## config.mk

```make
export PLATFORM = sky130hd
export DESIGN_NAME = text_msg_ctrl
export DESIGN_NICKNAME = d
export VERILOG_FILES = /design/src/rtl/text_msg_ctrl.sv
export SDC_FILE = /design/constraint.sdc
export NUM_CORES = 1
export LEC_CHECK = 0
export CORE_MARGIN = 3
export CORE_UTILIZATION = 46
export CTS_CLUSTER_SIZE = 10
export DETAILED_ROUTE_END_ITERATION = 10
export GPL_TIMING_DRIVEN = 0
export PLACE_DENSITY = 0.76
export SLEW_MARGIN = 20
export SYNTH_ARGS = -nofsm -noshare
export SYNTH_HDL_FRONTEND = slang
export SYNTH_SLANG_ARGS = --single-unit
export TNS_END_PERCENT = 1
```

## constraint.sdc

```tcl
create_clock -name clk -period 1.8 [get_ports clk]
set_input_delay 0.54 -clock clk [delete_from_list [all_inputs] [get_ports clk]]
set_output_delay 0.54 -clock clk [all_outputs]
set_load 0.01 [all_outputs]
```

## src/rtl/text_msg_ctrl.sv

```systemverilog
// text_msg_ctrl: sequences on-screen text messages with a frame-timed BLINK/HOLD
// schedule, drives the char overlay drawer enable and serves glyph char codes and
// font ROM addresses for the drawer's current column and glyph row.
module text_msg_ctrl #(
  parameter int WIDTH        = 16,
  parameter int BLINK_FRAMES = 16,
  parameter int BLINK_COUNT  = 3,
  parameter int HOLD_FRAMES  = 120
) (
  input  logic        clk,
  input  logic        rst,
  input  logic        vsync,
  input  logic        req_valid,
  output logic        req_ready,
  input  logic [1:0]  req_msg,
  input  logic [3:0]  round_num,
  input  logic        cancel,
  input  logic [7:0]  char_xy,
  input  logic [3:0]  char_line,
  output logic [6:0]  char_code,
  output logic [10:0] font_addr,
  output logic        enable,
  output logic        busy,
  output logic        done
);

  localparam int FRAME_MAX = (BLINK_FRAMES > HOLD_FRAMES) ? BLINK_FRAMES : HOLD_FRAMES;
  localparam int FC_W      = $clog2(FRAME_MAX + 1);
  localparam int TC_W      = (BLINK_COUNT > 0) ? $clog2(2 * BLINK_COUNT + 1) : 1;

  localparam logic [FC_W-1:0] BLINK_LAST  = FC_W'(BLINK_FRAMES - 1);
  localparam logic [FC_W-1:0] HOLD_LAST   = FC_W'(HOLD_FRAMES - 1);
  localparam logic [FC_W-1:0] FC_ONE      = FC_W'(1);
  localparam logic [TC_W-1:0] TOGGLE_LAST = TC_W'((BLINK_COUNT > 0) ? 2 * BLINK_COUNT - 1 : 0);
  localparam logic [TC_W-1:0] TC_ONE      = TC_W'(1);
  localparam logic [8:0]      WIDTH_LIM   = (WIDTH > 256) ? 9'd256 : 9'(WIDTH);

  localparam logic [1:0] S_IDLE  = 2'd0;
  localparam logic [1:0] S_BLINK = 2'd1;
  localparam logic [1:0] S_HOLD  = 2'd2;
  localparam logic [1:0] S_DONE  = 2'd3;
  // With no blink pairs configured, an accepted message goes straight to steady display
  localparam logic [1:0] S_START = (BLINK_COUNT > 0) ? S_BLINK : S_HOLD;

  logic [1:0]      state;
  logic [FC_W-1:0] frame_cnt;
  logic [TC_W-1:0] toggle_cnt;
  logic            vsync_prev;
  logic            tick;
  logic [1:0]      msg_lat;
  logic [3:0]      round_lat;
  logic [6:0]      digit;
  logic [6:0]      glyph;
  logic [3:0]      line_d1;

  function automatic logic [6:0] asc(input logic [7:0] c);
    return c[6:0];
  endfunction

  assign tick      = vsync & ~vsync_prev;
  assign req_ready = (state == S_IDLE) && !cancel;
  assign busy      = (state != S_IDLE);
  assign done      = (state == S_DONE);
  assign font_addr = {char_code, line_d1};

  // Remember last vsync level so a long vsync pulse yields exactly one frame tick
  always_ff @(posedge clk or posedge rst) begin
    if (rst) begin
      vsync_prev <= 1'b0;
    end else begin
      vsync_prev <= vsync;
    end
  end

  // Message schedule: accept a request, blink by frame count, hold, then complete or cancel
  always_ff @(posedge clk or posedge rst) begin
    if (rst) begin
      state      <= S_IDLE;
      enable     <= 1'b0;
      frame_cnt  <= '0;
      toggle_cnt <= '0;
      msg_lat    <= 2'd0;
      round_lat  <= 4'd0;
    end else if (state != S_IDLE && cancel) begin
      state      <= S_IDLE;
      enable     <= 1'b0;
      frame_cnt  <= '0;
      toggle_cnt <= '0;
    end else begin
      case (state)
        S_IDLE: begin
          enable <= 1'b0;
          if (req_valid && req_ready) begin
            msg_lat    <= req_msg;
            round_lat  <= round_num;
            state      <= S_START;
            enable     <= 1'b1;
            frame_cnt  <= '0;
            toggle_cnt <= '0;
          end
        end
        S_BLINK: begin
          if (tick) begin
            if (frame_cnt == BLINK_LAST) begin
              enable     <= ~enable;
              frame_cnt  <= '0;
              toggle_cnt <= toggle_cnt + TC_ONE;
              if (toggle_cnt == TOGGLE_LAST) begin
                state <= S_HOLD;
              end
            end else begin
              frame_cnt <= frame_cnt + FC_ONE;
            end
          end
        end
        S_HOLD: begin
          enable <= 1'b1;
          if (tick) begin
            if (frame_cnt == HOLD_LAST) begin
              state     <= S_DONE;
              enable    <= 1'b0;
              frame_cnt <= '0;
            end else begin
              frame_cnt <= frame_cnt + FC_ONE;
            end
          end
        end
        default: begin
          state  <= S_IDLE;
          enable <= 1'b0;
        end
      endcase
    end
  end

  // Character lookup for the current column of the latched message, space padded
  always_comb begin
    digit = (round_lat > 4'd9) ? asc("?") : (7'h30 + {3'b000, round_lat});
    glyph = 7'h20;
    if ({1'b0, char_xy} < WIDTH_LIM) begin
      case (msg_lat)
        2'd0: begin
          case (char_xy)
            8'd0:    glyph = asc("R");
            8'd1:    glyph = asc("O");
            8'd2:    glyph = asc("U");
            8'd3:    glyph = asc("N");
            8'd4:    glyph = asc("D");
            8'd6:    glyph = digit;
            default: glyph = 7'h20;
          endcase
        end
        2'd1: begin
          case (char_xy)
            8'd0:    glyph = asc("G");
            8'd1:    glyph = asc("A");
            8'd2:    glyph = asc("M");
            8'd3:    glyph = asc("E");
            8'd5:    glyph = asc("O");
            8'd6:    glyph = asc("V");
            8'd7:    glyph = asc("E");
            8'd8:    glyph = asc("R");
            default: glyph = 7'h20;
          endcase
        end
        2'd2: begin
          case (char_xy)
            8'd0:    glyph = asc("P");
            8'd1:    glyph = asc("E");
            8'd2:    glyph = asc("R");
            8'd3:    glyph = asc("F");
            8'd4:    glyph = asc("E");
            8'd5:    glyph = asc("C");
            8'd6:    glyph = asc("T");
            default: glyph = 7'h20;
          endcase
        end
        default: begin
          case (char_xy)
            8'd0:    glyph = asc("G");
            8'd1:    glyph = asc("O");
            8'd2:    glyph = asc("!");
            default: glyph = 7'h20;
          endcase
        end
      endcase
    end
  end

  // Register char code and delay glyph row by one cycle so the ROM address stays aligned
  always_ff @(posedge clk or posedge rst) begin
    if (rst) begin
      char_code <= 7'h20;
      line_d1   <= 4'h0;
    end else begin
      char_code <= glyph;
      line_d1   <= char_line;
    end
  end

endmodule

```

== After elaboration in Yosys (flattened, before gate mapping) ==
Memories as Yosys holds them, arrays and structs flattened.
Cells that the tools add are included.

* Register bits after elaboration: 31
* Memory bits (read-only): 112
* Input port bits: 23
* Output and inout port bits: 22
* Word-level logic and storage cells: 90
* Memories kept: 1

{| class="wikitable"
|+ Memories
! memory !! words !! bits a word !! read ports !! clocked after Yosys merged registers in !! write ports !! line !! source
|-
| (name not given) || 16 || 7 || 1 || 0 || 0 || 154 || <nowiki>case (char_xy)</nowiki>
|}

* Add/sub/neg operators: 3
* Order comparisons: 2
* Equal/unequal tests: 20
* Multiplexer cells: 34
* Bitwise gates (word level): 4
* Reduce and logical (&&, ||, !) cells: 17

{| class="wikitable"
|+ Operator list
! cell !! number
|-
| $pmux 7 s6 || 2
|-
| $mux 7 || 9
|-
| $pmux 7 s3 || 3
|-
| $eq 8x3->1 const B || 3
|-
| $eq 8x2->1 const B || 2
|-
| $ne 3x3->1 const B || 5
|-
| $mux 2 || 7
|-
| $mux 3 || 4
|-
| $eq 8x1->1 const B || 1
|-
| $logic_not 8->1 || 1
|-
| $lt 8x5->1 const B || 1
|-
| $reduce_and 4->1 || 2
|-
| $add 6x4->7 const A || 1
|-
| $add 7x1->7 const B || 1
|-
| $eq 7x4->1 const B || 1
|-
| $eq 7x7->1 const B || 1
|-
| $eq 2x2->1 const B || 3
|-
| $mux 1 || 6
|-
| $pmux 2 s3 || 1
|-
| $pmux 3 s2 || 1
|-
| $reduce_and 6->1 || 1
|-
| $eq 2x1->1 const B || 2
|-
| $gt 4x4->1 const B || 1
|-
| $logic_not 2->1 || 2
|-
| other kinds (15) || 19
|}

== Depth between registers and ports, before layout ==
* Depth after elaboration: 6
* Depth in mapped cells: 8
* Gate-level depth less buffers: 6

== Worst setup path after synthesis ==
OpenSTA, ideal clock, no wires.

* Path type: reg2reg
* From: register state[1]
* To: register frame_cnt[4]
* Setup time: 0.080 ns
* Arrival: 1.845 ns
* Required time: 1.720 ns
* Setup slack: -0.126 ns
* Cell stages (with the launch flop): 9
* Path buffers: 2
* Period minus slack after synthesis: 1.926 ns
* Cell sequence: dfrtp_1 -> inv_1 -> ha_1 -> buf_6 -> or2_4 -> a32o_1 -> buf_6 -> or3_1 -> o211ai_2

* Word-level cells in the longest chain between the ends: 5
* Elaborated cells between the ends (all ways): 14
* Those cells by class: eq/ne: 5; mux: 2; reduce/logical: 7

{| class="wikitable"
|+ RTL lines
! what !! line !! source
|-
| start: declaration || 45 || <nowiki>logic [1:0] state;</nowiki>
|-
| start signal: assignment || 78 || <nowiki>state <= S_IDLE;</nowiki>
|-
| start signal: assignment || 85 || <nowiki>state <= S_IDLE;</nowiki>
|-
| start signal: assignment || 96 || <nowiki>state <= S_START;</nowiki>
|-
| $logic_not 2->1 || 61, 90 ||
|-
| $logic_and 1x1->1 || 61 || <nowiki>assign req_ready = (state == S_IDLE) && !cancel;</nowiki>
|-
| $logic_and 1x1->1 || 93 || <nowiki>if (req_valid && req_ready) begin</nowiki>
|-
| $ne 3x1->1 (no source line) || - ||
|-
| $reduce_and 4->1 (no source line) || - ||
|-
| end signal: assignment || 112 || <nowiki>frame_cnt <= frame_cnt + FC_ONE;</nowiki>
|-
| end signal: assignment || 124 || <nowiki>frame_cnt <= frame_cnt + FC_ONE;</nowiki>
|-
| end: declaration || 46 || <nowiki>logic [FC_W-1:0] frame_cnt;</nowiki>
|}

Several ways; a longest one is shown, not always the timed one.
A chain may end at the register's enable or synchronous reset.

== Worst setup path in the final report ==
* From: register state[0]
* To: register frame_cnt[4]

The elaborated chain is that of the path after synthesis.

==> results.md <==
- Synth async-reset ratio: 100%
- Mapped cell area: 0.00214 mm^2
- Core ar.: 0.00441 mm^2
- Root Driver: clkbuf_8
- Synth top area cells: dfrtp_1 35%, ha_1 7.6%, nand2_1 4.4%
- Unique masters post-synth: 59
- Syn_nets: 267
- Setup CP Type: reg2reg
- Max clock buf depth: 2
- Post-DP Area: roughly 0.0027 mm^2
- F_max: between 500 and 600 MHz
- CP max stage cell: dfrtp_1
- Final setup vio count: 7
- Critical path, cell by cell: inv_2, ha_4, or2_4, a32o_1, buf_6, or3_4, o211ai_2
- I/O Buffers: 44
- Sequential share of power: between 30% and 40%
- Diodes inserted: 0
- Post-Syn Area per Cell: 9.28 um^2
- Tcrit/Tclk final: 107%
- Yosys warning total: 0
- Critical path required time: ~2.0 ns
- Syn-to-layout area delta: 37.9%
- Ports: 45
- Number of DRC markers in iteration 0: 94
- Static Leak: around 1.3 nW
- Placer congestion estimate: 0.964
- Util after Layout: about two thirds
- Top cells by count, synth: 30 x dfrtp_1, 25 x nand2_1, 13 x ha_1, 13 x inv_1, 12 x o21ai_0
- Min cycle time layout: 1.92 ns
- Share of the synthesized area in the top cell type: 35.0%
- Reg clk slew, reported paths: 0.07 ns
- Layout cells sized above 1: 29.4%
- Post-DRT Antenna Nets: 0
- Number of global-route vias before repair: ~1800
- Bufs and invs on worst path: 2
- Die H: 74.3 um
- Failing checks: setup timing
- Rows: 24
- Combinational Power Share: 53.6%
- Largest area contributor in the netlist: dfrtp_1
- Dominant cell by count in the synthesized netlist: dfrtp_1
- Run status: complete, but fails checks
- Max Slew Vio Count: 0
- Largest net degree at the start of global routing: 32
- Wirelength per Cell: 15.5 um
- Reg2reg setup slack: -0.12 ns
- Skew final: roughly 0.0079 ns
- Aggregate routed wire length: roughly 5.3 mm
- RSZ-0062 raised after global routing: yes
- Total track usage: about a fifth
- Hold_ws: 0.507 ns
- #FFs+latches synth: 31
- Clock network latency to the later pin of the worst-skew pair: roughly 0.28 ns
- Pre-CTS setup slack: -0.759 ns
- Die area: 0.00551 mm^2
- Worst hold path type: reg2reg
- Die X: ~74 um
- Power Dens Cells: 1090 mW/mm^2
- Avg Vias per Cell: 5.87
- Design Power: ~3.2 mW
- CTS Buf Count: 5
- Sequential-to-total area share from yosys stat: between 30 and 40%
- H-tree levels: 2
- Clock sink count: 31
- Total gr overflow: 0
- Max_cap viols: 0
- Antenna violations before repair: 0
- Top FF cell, synth: dfrtp_1
- Starting Density: 48.6%
- Hold_buf cts: 0
- Max incr delay on CP: 0.44 ns
- TritonCTS clock tree: built
- DR pass1 iterations: 4
- Layout net count: 324
- Slew headroom: 57.1%
- Final-report hold violation count: 0
- Sw Pwr: 1.28 mW
- Crit path DAT: 2.13 ns
- First-pass GRT wire length: 8.55 mm
- Max FO, Critical Path: 8
- Post-Syn Instances: about 230
- Drc violations: 0
- Hpwl dp: between 3 and 4 mm
- Cell family with most CP delay: simple AND/OR/NAND/NOR gates
- Setup crit start kind: flop
- Worst setup EP type: flop
- Worst slew pin tran: 0.642 ns
- Maximum VDD drop: slightly above 0.7 mV
- Pint: 1.94 mW
- Sw frac: 39.8%
- Worst Slack Setup Final: -0.119 ns
- Design Area, Final: slightly below 0.003 mm^2
- Number of synthesized flops with an enable pin: 0
- Via count: 2000
- Clock network fraction of design power: 16.1%
routing by layer:
metal  vias to the layer above  GRT usage [%]  part of all wire [%]
met5                         -              0                     0
met4                         0           7.51                   2.6
met3                        14           4.46                   7.4
met2                        82           30.3                    46
met1                       931           27.8                    44
li1                        973              -                     -
worst paths after layout:
| check | startpoint | to | cells past startpoint |
|---|---|---|---|
| hold / removal | round_lat[0] | round_lat[0] | 1 |
| setup / recovery | state[0] | frame_cnt[4] | 7 |
| min in group asynchronous | rst | line_d1[3] | 2 |
| max in group asynchronous | rst | round_lat[0] | 2 |
| setup reg to reg | state[0] | frame_cnt[4] | 7 |
| hold reg to reg | round_lat[0] | round_lat[0] | 1 |
cell type report:
cell class	instances	area (um^2)
Tap cell	52	65.1
Sequential cell	31	777
Buffer	13	91.3
Inverter	13	48.8
Timing Repair Buffer	55	513
Clock buffer	5	68.8
Multi-Input combinational cell	169	1380
Fill cell	367	1460
Clock inverter	3	15.0
worst register-to-register path: cells and delay by family, from the launching register on:
family,cells,cell delay (ns)
simple gates,2,0.57
fa+ha+maj,1,0.17
flops,1,0.44
compound gates,2,0.43
buf+inv,2,0.24
sequential cells by signal, indices dropped and copies added (netlist names):
register / cells
char_code: 7
enable: 1
frame_cnt: 7
line_d1: 4
msg_lat: 2
round_lat: 4
state: 2
toggle_cnt: 3
vsync_prev: 1
power by group through the flow:
stage / logic (mW) / registers [mW] / clock network [mW]
final: 1.73 / 0.977 / 0.520
after floorplan: 1.02 / 0.967 / 0
after CTS: 1.47 / 0.966 / 0.533
after global placement: 1.39 / 0.976 / 0
after global routing: 1.89 / 1.00 / 0.561
after detailed placement: 1.40 / 0.984 / 0
metrics by stage:
step / TNS [ns] / std cells
detailed placement: -12.94 / 327
global route: -1.05 / 341
CTS: -1.53 / 337
global placement: -16.35 / 327
floorplan: -0.0976 / 231
finish: -0.386 / 341
cell families (layout without fill, tap and decap cells):
family,Yosys count,after routing,synth area share [%]
buffers and inverters,31,89,7.41
AO/OA/AOI/OAI,74,74,25.0
AND/OR/NAND/NOR,74,74,19.5
flip-flops,31,31,36.3
multiplexers,8,8,4.20
adder cells (fa/ha/maj),13,13,7.59
layout by cell type, fill, tap and decap left out, drive strengths merged, types with 9 or more instances in the layout:
cell and instances:
buf 31, clkbuf 11, clkdlybuf4s50 25, dfrtp 30
ha 13, inv 13, nand2 25, nand2b 10
nor2 9, nor3 9, o21ai 18
repair_timing:
| item | CTS | global route |
|---|---|---|
| resized for setup | 41 | 51 |
| endpoints found under the setup margin | 25 | 26 |
| pin swaps | 4 | 13 |
| setup buffers | 4 | 7 |
No activity file was read; power rests on OpenSTA's default activity.
